--- src/rtl/alu4_status_queue_if.sv ---
// alu4_status_queue_if: producer/consumer handshake bundle for the ALU status queue.
interface alu4_status_queue_if #(parameter int WIDTH = 4);
   logic             in_valid;
   logic             in_ready;
   logic [2:0]       op;
   logic [WIDTH-1:0] result;
   logic             n, z, c, v;
   logic             out_valid;
   logic             out_ready;
   logic [2:0]       out_op;
   logic [WIDTH-1:0] out_result;
   logic [3:0]       out_flags;
   modport master (output in_valid, op, result, n, z, c, v, out_ready,
                   input  in_ready, out_valid, out_op, out_result, out_flags);
   modport slave  (input  in_valid, op, result, n, z, c, v, out_ready,
                   output in_ready, out_valid, out_op, out_result, out_flags);
endinterface

--- src/rtl/alu4_status_queue.sv ---
// alu4_status_queue: FIFO of ALU results with flags, head branch-condition decode and sticky C/V.
module alu4_status_queue #(
   parameter int WIDTH = 4,
   parameter int DEPTH = 2
) (
   input  logic                       clk,
   input  logic                       reset_n,
   alu4_status_queue_if.slave         bus,
   input  logic [2:0]                 cond,
   output logic                       out_cond,
   input  logic                       clr_sticky,
   output logic                       sticky_c,
   output logic                       sticky_v,
   output logic [$clog2(DEPTH):0]     count
);
   localparam int AW = $clog2(DEPTH);
   localparam int EW = 3 + WIDTH + 4;
   localparam logic [AW:0] FULL = (AW+1)'(DEPTH);
   logic [EW-1:0] r_mem [DEPTH];
   logic [AW-1:0] r_wr, r_rd;
   logic [AW:0]   r_count;
   logic          r_sc, r_sv;
   logic          w_push, w_pop;
   logic [EW-1:0] w_head;
   logic [7:0]    w_conds;
   assign bus.in_ready  = r_count != FULL;
   assign bus.out_valid = r_count != '0;
   assign w_push = bus.in_valid & bus.in_ready;
   assign w_pop  = bus.out_valid & bus.out_ready;
   assign w_head = r_mem[r_rd];
   assign bus.out_op     = w_head[EW-1 -: 3];
   assign bus.out_result = w_head[4 +: WIDTH];
   assign bus.out_flags  = w_head[3:0];
   // Indexed by cond: {LT, VS, MI, CC, CS, NE, EQ, always}, flags are {n,z,c,v}
   assign w_conds  = {w_head[3] ^ w_head[0], w_head[0], w_head[3], ~w_head[1],
                      w_head[1], ~w_head[2], w_head[2], 1'b1};
   assign out_cond = bus.out_valid & w_conds[cond];
   assign count    = r_count;
   assign sticky_c = r_sc;
   assign sticky_v = r_sv;
   always_ff @(posedge clk)
      if (w_push) r_mem[r_wr] <= {bus.op, bus.result, bus.n, bus.z, bus.c, bus.v};
   always_ff @(posedge clk or negedge reset_n)
      if (!reset_n) begin
         r_wr    <= '0;
         r_rd    <= '0;
         r_count <= '0;
         r_sc    <= 1'b0;
         r_sv    <= 1'b0;
      end else begin
         r_wr    <= r_wr + AW'(w_push);
         r_rd    <= r_rd + AW'(w_pop);
         r_count <= r_count + (AW+1)'(w_push) - (AW+1)'(w_pop);
         r_sc    <= (clr_sticky ? 1'b0 : r_sc) | (w_push & bus.c);
         r_sv    <= (clr_sticky ? 1'b0 : r_sv) | (w_push & bus.v);
      end
endmodule

--- src/flat_wrapper.sv ---
// flat-port wrapper written by rule: the top's interface ports become plain ports
module alu4_status_queue_flat 
#(
   parameter int WIDTH = 4,
   parameter int DEPTH = 2
)
  (clk, reset_n, cond, out_cond, clr_sticky, sticky_c, sticky_v, count, bus_in_valid, bus_op, bus_result, bus_n, bus_z, bus_c, bus_v, bus_out_ready, bus_in_ready, bus_out_valid, bus_out_op, bus_out_result, bus_out_flags);
  alu4_status_queue_if #(.WIDTH(WIDTH)) bus_i ();
  input  logic clk;
  input  logic reset_n;
  input  logic [2:0] cond;
  output logic out_cond;
  input  logic clr_sticky;
  output logic sticky_c;
  output logic sticky_v;
  output logic [$clog2(DEPTH):0] count;
  input wire logic [$bits(bus_i.in_valid)-1:0] bus_in_valid;
  input wire logic [$bits(bus_i.op)-1:0] bus_op;
  input wire logic [$bits(bus_i.result)-1:0] bus_result;
  input wire logic [$bits(bus_i.n)-1:0] bus_n;
  input wire logic [$bits(bus_i.z)-1:0] bus_z;
  input wire logic [$bits(bus_i.c)-1:0] bus_c;
  input wire logic [$bits(bus_i.v)-1:0] bus_v;
  input wire logic [$bits(bus_i.out_ready)-1:0] bus_out_ready;
  output wire logic [$bits(bus_i.in_ready)-1:0] bus_in_ready;
  output wire logic [$bits(bus_i.out_valid)-1:0] bus_out_valid;
  output wire logic [$bits(bus_i.out_op)-1:0] bus_out_op;
  output wire logic [$bits(bus_i.out_result)-1:0] bus_out_result;
  output wire logic [$bits(bus_i.out_flags)-1:0] bus_out_flags;
  assign bus_i.in_valid = bus_in_valid;
  assign bus_i.op = bus_op;
  assign bus_i.result = bus_result;
  assign bus_i.n = bus_n;
  assign bus_i.z = bus_z;
  assign bus_i.c = bus_c;
  assign bus_i.v = bus_v;
  assign bus_i.out_ready = bus_out_ready;
  assign bus_in_ready = bus_i.in_ready;
  assign bus_out_valid = bus_i.out_valid;
  assign bus_out_op = bus_i.out_op;
  assign bus_out_result = bus_i.out_result;
  assign bus_out_flags = bus_i.out_flags;
  alu4_status_queue #(.WIDTH(WIDTH), .DEPTH(DEPTH)) u_core (.clk(clk), .reset_n(reset_n), .bus(bus_i), .cond(cond), .out_cond(out_cond), .clr_sticky(clr_sticky), .sticky_c(sticky_c), .sticky_v(sticky_v), .count(count));
endmodule
--- config.mk ---
export PLATFORM = sky130hd
export DESIGN_NAME = alu4_status_queue_flat
export DESIGN_NICKNAME = d
export VERILOG_FILES = /design/src/rtl/alu4_status_queue_if.sv /design/src/rtl/alu4_status_queue.sv /design/src/flat_wrapper.sv
export SDC_FILE = /design/constraint.sdc
export NUM_CORES = 1
export LEC_CHECK = 0
export CORE_MARGIN = 4
export CORE_UTILIZATION = 31
export CTS_CLUSTER_DIAMETER = 80
export DETAILED_ROUTE_END_ITERATION = 6
export GPL_TIMING_DRIVEN = 0
export PLACE_DENSITY = 0.59
export SETUP_SLACK_MARGIN = 0.15
export SYNTH_ARGS = -nofsm -noshare
export SYNTH_HDL_FRONTEND = slang
export SYNTH_SLANG_ARGS = --single-unit
--- constraint.sdc ---
create_clock -name clk -period 4.6 [get_ports clk]
set_clock_uncertainty 0.15 [all_clocks]
set_input_delay 0.46 -clock clk [delete_from_list [all_inputs] [get_ports clk]]
set_output_delay 0.46 -clock clk [all_outputs]
set_load 0.05 [all_outputs]
==> impl_summary.log <==
[metrics] status: finished, final reports clean
[metrics] clock-pin transition on the worst setup and hold timing paths: 90 ps
[metrics] Tmin final: 3110 ps
[metrics] total die area: roughly 0.0048 mm^2
[metrics] Setup TNS: 0 ps
[metrics] global-route wire length before repair: 3.55 mm
[metrics] RePlAce Congestion: 0.710
[metrics] count of nets after finishing: between 100 and 150
[metrics] Worst-Skew Late Latency: 260 ps
[metrics] number of max-slew violations in the final report: 0
[metrics] count of unique library cells instantiated by Yosys: 19
[metrics] power per unit of standard cell area: roughly 700 mW/mm^2
[metrics] RSZ-0062 raised after global routing: false
[metrics] routed wire length: between 2 and 2.5 mm
[metrics] average detailed-routed wire length per instance: 13.9 um
[metrics] number of instances resized during post-cts repair: 0
[metrics] flops & latches, synth: 28
[metrics] worst-case setup margin in the final layout: between 1000 and 1500 ps
[metrics] clk sinks: 28
[metrics] Least-Margin Pin Slew: 553 ps
[metrics] maximum clock insertion buffer count: 2
[metrics] total clock buffers created by CTS: 3
[metrics] period utilization: 0.676
[metrics] number of hold violations in the final report: 0
[metrics] Area growth syn-to-layout: 40.0%
[metrics] total of hold buffers inserted after clock tree synthesis: 0
[metrics] I/O pin count: 37
[metrics] critical path data required time: 3990 ps
[metrics] buffers added on ports: 36
[metrics] ratio of routed vias to standard cells: 4.39
[metrics] Worst setup EP type: output port
[metrics] largest net degree at the start of global routing: 16
[metrics] post-synthesis area per instance: ~17 um^2
[metrics] max_slew headroom: 0.632
[metrics] Setup WS pre-CTS: about 1700 ps
[metrics] number of warning messages in the yosys log: 0
[metrics] initial antenna violation count: 0
[metrics] net count of the mapped netlist: a little over 90
[metrics] element type at the critical path start: flop
[metrics] number of global-route vias before repair: 726
[metrics] grt ovf: 0
[metrics] total routing resource utilization after global routing: 0.0926
[metrics] CTS Root Cell: clkbuf_8
[metrics] number of nets with antenna violations after detailed routing: 0
[metrics] standby leakage power: between 0.0006 and 0.0007 uW
[metrics] post-synthesis instance area: 0.00116 mm^2
[metrics] total number of vias: around 680
[metrics] hpwl dp: 1.60 mm
[metrics] Die Span X: 69.1 um
[metrics] Power, Total: 1130 uW
[metrics] core region area: 0.00347 mm^2
[metrics] clock tree from TritonCTS: yes
[metrics] largest voltage drop on the vdd net: approximately 0.31 mV
[metrics] DRC: 0
[metrics] Max H-tree Level: 1
[metrics] post-synthesis instance total: 68
[metrics] hold crit path type: in2async
[metrics] total iterations of the first detailed-routing run: 2
[metrics] initial core utilization: 0.334
[metrics] number of placement rows: 21
[metrics] arrival time reported for the critical path endpoint: roughly 2500 ps
[metrics] Highest Clock Rate: ~0.32 GHz
[metrics] sequential-to-total area share from yosys stat: 0.701
[metrics] ratio of cells with drive above 1 in the final layout: 0.148
[metrics] type of the setup path with the least slack: reg2out
[metrics] number of max-capacitance violations reported: 0
[metrics] count of filler cells inserted in the layout: 327
[metrics] Final Setup Violations: 0
[metrics] height of the die: just under 70 um
[metrics] Diodes inserted: 0
[metrics] number of DRC violations after detailed-routing iteration 0: 14
[metrics] setup fix buffers added after clock tree synthesis: 0
[metrics] largest fanout of any net on the critical path: 10
[worst paths after layout]
kind | start | slack (ps) | depth (start not counted) | end
worst max-delay path | u_core.r_rd | 1490 | 6 | out_cond
worst min-delay path | reset_n | 280 | 1 | u_core.r_wr
worst max register to register | u_core.count[1] | 2660 | 7 | u_core.count[1]
worst min register to register | u_core.count[1] | 370 | 1 | u_core.count[1]
max in group asynchronous | reset_n | 3810 | 1 | u_core.count[1]
min in group clk | u_core.count[1] | 370 | 1 | u_core.count[1]
[Yosys cell counts]
cell       count  area (um^2)
edfxtp_1      22          661
mux2_4         2         30.0
nor2b_1        1         6.26
and2_1         2         12.5
a22o_1         2         17.5
nand2_1        3         11.3
xnor2_1        2         17.5
or2_2          1         6.26
xor2_1         1         8.76
ha_1           4         50.1
mux2i_1        2         20.0
inv_1          6         22.5
o2111ai_1      1         8.76
a311o_1        1         10.0
buf_6          1         11.3
mux2_2         9          101
and4_1         1         8.76
dfrtp_1        6          150
nor2_1         1         3.75
[worst max-delay path, stage by stage, from the launching register on]
cell             delay [ps]
dfrtp_1                 420
buf_6                   180
mux2_2                  360
nand2_1                 110
mux2i_1                 170
and4_1                  190
clkdlybuf4s50_1         800
[placed cells by master, fill, tap and decap left out, types with 2 or more instances in the layout]
| cell type | netlist | routed |
|---|---|---|
| inv_1 | 6 | 6 |
| ha_1 | 4 | 4 |
| mux2_2 | 9 | 9 |
| mux2i_1 | 2 | 2 |
| xnor2_1 | 2 | 2 |
| mux2_4 | 2 | 2 |
| and2_1 | 2 | 2 |
| dfrtp_1 | 6 | 6 |
| nand2_1 | 3 | 3 |
| clkdlybuf4s50_1 | 0 | 36 |
| edfxtp_1 | 22 | 22 |
| a22o_1 | 2 | 2 |
| clkbuf_8 | 0 | 3 |
[flip-flops by register name, summed over array words and instances (netlist names)]
name             flops
u_core.sticky_c      1
u_core.r_rd          1
u_core.count         2
u_core.sticky_v      1
u_core.r_mem        22
u_core.r_wr          1
[layer usage]
metal  share of wire  up-vias  track usage
li1                -      327            -
met1            0.40      330        0.103
met2            0.55       15        0.166
met3           0.039        4       0.0233
met4           0.015        0       0.0390
met5               0        -            0
[where the power goes]
group | switching, uW | total (uW) | internal, uW | leakage, uW
registers | 26.2 | 376 | 350 | 0.000276
clock network | 69.2 | 129 | 59.7 | 0.0000231
logic | 387 | 622 | 235 | 0.000316
[per-stage QoR]
step	util	area, um^2	instances	hold slack [ps]
after floorplan	-	1160	68	14.4
after global placement	0.454	1580	150	344
after global routing	0.467	1620	154	298
final	0.467	1620	154	279
after CTS	0.467	1620	154	286
after detailed placement	0.454	1580	150	343
[kinds of logic (layout without fill, tap and decap cells)]
family / count (synthesis) / in the layout / synth area share
fa+ha+maj: 4 / 4 / 0.0432
simple gates: 9 / 9 / 0.0422
xor+xnor: 3 / 3 / 0.0227
flops: 28 / 28 / 0.701
buf+inv: 7 / 47 / 0.0292
mux: 13 / 13 / 0.131
compound gates: 4 / 4 / 0.0314
[area by class of cell]
| type | count | area (um^2) | share of cell area |
|---|---|---|---|
| Timing Repair Buffer | 36 | 360 | 0.222 |
| Buffer | 1 | 11.3 | 0.00695 |
| Clock inverter | 1 | 3.75 | 0.00232 |
| Inverter | 6 | 22.5 | 0.0139 |
| Sequential cell | 28 | 811 | 0.500 |
| Multi-Input combinational cell | 33 | 313 | 0.193 |
| Clock buffer | 3 | 41.3 | 0.0255 |
| Tap cell | 46 | 57.6 | 0.0355 |
No activity file was read; power rests on OpenSTA's default activity.
